### src/rtl/matmul_scheduler.sv
// matmul_scheduler: sequences C = A x B over one shared inner_product unit.
//   clk, rst (async, active low)
//   start_i_stb/start_i_ack, a_in, b_in : latch operands and begin a run
//   c_out, done_o_stb/done_o_ack, err   : result matrix, completion handshake, timeout flag
//   busy                                : high outside IDLE
//   ip_row, ip_column, ip_*_stb/ack     : issue/result handshake with inner_product
module matmul_scheduler #(
    parameter int N = 4,
    parameter int TIMEOUT_CYCLES = 1024
) (
    input  logic              clk,
    input  logic              rst,
    input  logic              start_i_stb,
    output logic              start_i_ack,
    input  logic [32*N*N-1:0] a_in,
    input  logic [32*N*N-1:0] b_in,
    output logic [32*N*N-1:0] c_out,
    output logic              done_o_stb,
    input  logic              done_o_ack,
    output logic              busy,
    output logic              err,
    output logic [32*N-1:0]   ip_row,
    output logic [32*N-1:0]   ip_column,
    output logic              ip_row_stb,
    output logic              ip_column_stb,
    output logic              ip_out_ack,
    input  logic              ip_row_ack,
    input  logic              ip_column_ack,
    input  logic              ip_out_stb,
    input  logic [31:0]       ip_out
);
    localparam int IW = (N > 1) ? $clog2(N) : 1;
    localparam int TW = $clog2(TIMEOUT_CYCLES) + 1;
    localparam logic [IW-1:0] LAST = IW'(N - 1);
    localparam logic [TW-1:0] TLIM = TW'(TIMEOUT_CYCLES - 1);

    typedef enum logic [2:0] {IDLE, DRAIN, ISSUE, WAIT_ACK, WAIT_RES, NEXT, DONE} state_t;

    state_t state, state_n;
    logic [IW-1:0] i, j;
    logic [TW-1:0] tcnt;
    logic [N-1:0][N-1:0][31:0] a_q, b_q, c_q;
    logic timeout;

    always_comb begin
        state_n = state;
        timeout = 1'b0;
        case (state)
            IDLE:     if (start_i_stb) state_n = DRAIN;
            // wait for the unit to go fully quiet so a lingering result strobe is never re-captured
            DRAIN:    if (!ip_out_stb && !ip_row_ack && !ip_column_ack) state_n = ISSUE;
            ISSUE:    state_n = WAIT_ACK;
            WAIT_ACK: begin
                if (ip_row_ack && ip_column_ack) state_n = WAIT_RES;
                else if (tcnt == TLIM) begin
                    timeout = 1'b1;
                    state_n = DONE;
                end
            end
            WAIT_RES: begin
                if (ip_out_stb) state_n = NEXT;
                else if (tcnt == TLIM) begin
                    timeout = 1'b1;
                    state_n = DONE;
                end
            end
            NEXT:     state_n = (i == LAST && j == LAST) ? DONE : DRAIN;
            DONE:     if (done_o_ack) state_n = IDLE;
            default:  state_n = IDLE;
        endcase
    end

    always_ff @(posedge clk or negedge rst) begin
        if (!rst) state <= IDLE;
        else state <= state_n;
    end

    always_ff @(posedge clk or negedge rst) begin
        if (!rst) begin
            i <= '0;
            j <= '0;
            tcnt <= '0;
            a_q <= '0;
            b_q <= '0;
            c_q <= '0;
            err <= 1'b0;
            start_i_ack <= 1'b0;
        end else begin
            start_i_ack <= state == IDLE && start_i_stb;
            // counts only while parked in a wait state; any transition restarts it
            tcnt <= ((state == WAIT_ACK || state == WAIT_RES) && state_n == state) ? tcnt + 1'b1 : '0;
            if (state == IDLE && start_i_stb) begin
                a_q <= a_in;
                b_q <= b_in;
                c_q <= '0;
                err <= 1'b0;
                i <= '0;
                j <= '0;
            end
            if (state == WAIT_RES && ip_out_stb) c_q[i][j] <= ip_out;
            if (state == NEXT) begin
                j <= (j == LAST) ? '0 : j + 1'b1;
                i <= (j == LAST) ? i + 1'b1 : i;
            end
            if (timeout) err <= 1'b1;
        end
    end

    assign busy = state != IDLE;
    assign done_o_stb = state == DONE;
    assign ip_row_stb = state == ISSUE || state == WAIT_ACK;
    assign ip_column_stb = ip_row_stb;
    assign ip_out_ack = ip_row_stb || state == WAIT_RES;
    assign c_out = c_q;

    for (genvar k = 0; k < N; k++) begin : g_lane
        assign ip_row[32*k +: 32] = ip_out_ack ? a_q[i][k] : 32'd0;
        assign ip_column[32*k +: 32] = ip_out_ack ? b_q[k][j] : 32'd0;
    end
endmodule

### config.mk
export PLATFORM = sky130hd
export DESIGN_NAME = matmul_scheduler
export DESIGN_NICKNAME = d
export VERILOG_FILES = /design/src/rtl/matmul_scheduler.sv
export SDC_FILE = /design/constraint.sdc
export NUM_CORES = 2
export LEC_CHECK = 0
export CAP_MARGIN = 20
export CORE_AREA = 2 2 723 725
export CTS_CLUSTER_SIZE = 20
export DETAILED_ROUTE_END_ITERATION = 12
export DIE_AREA = 0 0 725 727
export GPL_ROUTABILITY_DRIVEN = 0
export PLACE_DENSITY = 0.42
export SLEW_MARGIN = 20
export SYNTH_ARGS = -nofsm -noshare
export SYNTH_HDL_FRONTEND = slang
export SYNTH_SLANG_ARGS = --single-unit
### constraint.sdc
create_clock -name clk -period 2.1 [get_ports clk]
set_clock_uncertainty 0.15 [all_clocks]
set_input_delay 0.42 -clock clk [delete_from_list [all_inputs] [get_ports clk]]
set_output_delay 0.42 -clock clk [all_outputs]
set_load 0.1 [all_outputs]
==> out/results.txt <==
Status -> finished, violations left
Violated checks -> negative setup slack
Final worst path period need -> 3490 ps
CTS tree -> yes
Yosys reg bits -> 1556
Port Buffers -> 1837
IO Pins -> 1838
Fmax -> 287 MHz
Mapped Nets -> 8437
Drt first pass iters -> 5
Initial Utilization -> 13.1%
Clock-pin transition on the worst setup and hold timing paths -> 60 ps
Hold Path Class -> input port to flip-flop
Post-route setup TNS -> -600890 ps
Sw Ratio -> 39.4%
DRC violations left -> 0
CTS Root Cell -> clkbuf_16
Main combinational cell family by area after synthesis -> simple AND/OR/NAND/NOR gates
Nets -> 11518
Power, Total -> 133 mW
Critical Path Max Stage Delay -> 570 ps
Compound-cell area share of the yosys netlist -> 0.184%
First-pass GRT wire length -> 603000 um
Clock buffer depth -> 4
RSZ-0062 raised after global routing -> true
Mapped Avg Cell Area -> 9.23 sq um
Final Util -> 23.5%
Clk pwr share -> 27.2%
Power density cells -> 1090 nW/um^2
Slew Limit Headroom -> 29.5%
GRT Util Overall -> 16.4%
Synth Area in XOR/XNOR -> 0.103%
Layout cells sized above 1 -> 22.3%
Adder-cell share of the synthesized area -> 0.166%
Pre-CTS WS -> -797 ps
Total CTS buffers -> 201
Distinct cells, synth -> 47
CP most frequent cell -> buf_12
FFs w/ async S/R, synth -> 100%
Die area -> 527000 sq um
Post-synthesis cell area -> 68000 sq um
Synth Flop Type -> dfrtp_1
Max Fanout on Critical Path -> 5
Period utilisation layout -> 166%
Vias in the first global route -> 67826
Synth-to-layout area growth -> 79.6%
Final count of hold timing violations -> 0
Vias per std cell -> 3.73
P_sw -> 52.6 mW
Iter 0 DRT Violations -> 5008
Setup crit end kind -> output pin
Routed WL per cell -> 25.8 um
Largest net degree at the start of global routing -> 81
Crit path arrival time -> 2920 ps
Sequential area share after synthesis -> 57.3%
Initial antenna violation count -> 125
Gr ovfl total -> 0
Total core area -> 519000 sq um
Worst-skew pair later-pin latency -> 880 ps
CP cell instances -> buf_16 > buf_12 > buf_6 > mux4_2 > and2_4 > buf_12
Post-synth EDFFs -> 0
DP HPWL -> 354000 um
Crit start category -> flip-flop
Routed Wire Length -> 455000 um
H-tree depth -> 4
Seq pwr share -> 35.6%
Die Ht -> 727 um
Antenna viol nets, final -> 0
Vias -> 65649
Mux share of post-synthesis cell area -> 8.48%
Row count -> 265
Hold Slack -> 78.0 ps
Power Internal -> 80.9 mW
Comb pwr share -> 37.2%
Placed cell count -> 16116
Final setup violation count -> 1948
Non-Filler Instances -> 17610
Worst endpoint required time -> 1530 ps
VDD IR max -> 643 uV
Critical setup path kind -> flip-flop to output pin
Post-Synth Simple-Gate Area -> 29.7%
Leak pwr -> 57.5 nW
Yosys warning count -> 0
Die width -> 725 um
Worst slew pin tran -> 1060 ps
Critical path's slowest cell -> mux4_2
Area after DPL -> 103000 sq um
Cells after Synth -> 7365
Max capacitance violation total -> 0
Post-route cell area -> 122000 sq um
Final-report max-slew violation count -> 0
# clock sinks -> 1556
Final WS setup -> -1390 ps
## timing repair
action,in CTS,in global routing
hold endpoints to repair,2568,0
setup endpoints to repair,2203,2311
gates resized for setup,191,227
pin swaps,48,169
buffers inserted,24,18
cloned,11,27
hold buffers,1002,0
## cell type report
| cell class | instances | area, sq um |
|---|---|---|
| Antenna cell | 63 | 158 |
| Multi-Input combinational cell | 5245 | 27300 |
| Tap cell | 6942 | 8690 |
| Clock inverter | 77 | 977 |
| Clock buffer | 285 | 5780 |
| Timing Repair Buffer | 3436 | 40200 |
| Inverter | 6 | 30.0 |
| Fill cell | 56042 | 397000 |
| Sequential cell | 1556 | 39000 |
## synthesized netlist by cell type (2+ instances only)
master    number  area (sq um)
xor2_1         5          43.8
nand2_1     4109         15400
nor3b_1        3          22.5
nor2b_1        2          12.5
buf_2        224          1120
xnor2_1        3          26.3
a32o_1         2          20.0
inv_1          5          18.8
and2_1       256          1600
dfrtp_1     1556         38900
buf_1         36           135
nor2_2         4          25.0
o21ai_0        5          25.0
nand4_1        2          12.5
mux4_2       256          5770
o31ai_1        2          15.0
a21oi_1        3          15.0
clkbuf_2       5          25.0
buf_4         46           345
nand2b_1       2          12.5
nor3_1         7          35.0
nor2_1         5          18.8
and3_1        16           100
buf_6         25           282
nand3_1      527          2640
clkbuf_1     221           830
nand3_4       10           175
ha_1           9           113
## flip-flops by register name (all words and copies together), names as in the netlist
| register | flops |
|---|---|
| j | 2 |
| i | 2 |
| state | 3 |
| c_out | 512 |
| b_q | 512 |
| start_i_ack | 1 |
| tcnt | 11 |
| a_q | 512 |
| err | 1 |
## cells in the final DEF, fill, tap and decap left out, types with 5 or more instances in the layout
cell / instances
nand2_1: 4048
dfrtp_1: 1551
clkdlybuf4s50_1: 1034
dlygate4sd3_1: 1001
buf_12: 660
buf_4: 625
nand3_1: 512
mux4_2: 256
and2_4: 237
clkbuf_16: 225
diode_2: 63
clkbuf_1: 43
nand2_2: 40
clkbuf_8: 39
clkinv_2: 36
buf_6: 30
buf_2: 27
buf_16: 25
nand2_4: 21
and2_2: 19
nand3_2: 14
bufinv_16: 13
buf_8: 12
nand3_4: 11
and3_2: 8
clkinvlp_4: 8
clkinv_16: 6
inv_6: 6
and3_1: 5
xor2_1: 5
## critical path: cells and delay by family (launching register included)
family / cells / cell delay, ps
simple gates: 1 / 230
flops: 1 / 520
mux: 1 / 570
buf+inv: 4 / 610
## path summary, 6_finish.rpt
| kind | from | endpoint | slack (ps) | depth (start not counted) |
|---|---|---|---|---|
| worst max-delay path | j[0] | ip_column[96] | -1390 | 6 |
| worst min-delay path | a_in[506] | a_q[506] | 80 | 3 |
| worst min register to register | b_q[356] | b_q[356] | 320 | 2 |
| max in group asynchronous | rst | c_out[439] | 770 | 4 |
| worst max register to register | j[0] | c_out[211] | -470 | 11 |
| min in group asynchronous | rst | b_q[471] | 210 | 3 |
## layer usage
metal	vias to the layer above	part of all wire (%)	track usage [%]	routed length (um)
met5	-	0.11	0.245	501
met4	50	4.4	6.32	20000
met3	581	6.6	3.90	29900
met2	2481	47	27.2	215000
met1	32957	42	20.6	189000
li1	29580	-	-	-
## cell families (layout without fill, tap and decap cells)
group	count (synthesis)	after routing
flip-flops	1556	1556
buffers and inverters	564	3804
XOR/XNOR	8	8
multiplexers	256	256
other	0	63
AO/OA/AOI/OAI	18	18
AND/OR/NAND/NOR	4954	4954
adder cells (fa/ha/maj)	9	9
## power by group through the flow
stage	registers, mW	logic, mW	clock network, mW
floorplan	43.3	25.1	0
global placement	48.0	46.0	0
detailed placement	47.6	46.2	0
CTS	47.3	49.6	37.4
global route	48.3	53.5	38.4
finish	47.5	49.7	36.3
Power figures use the tool's default switching activity.
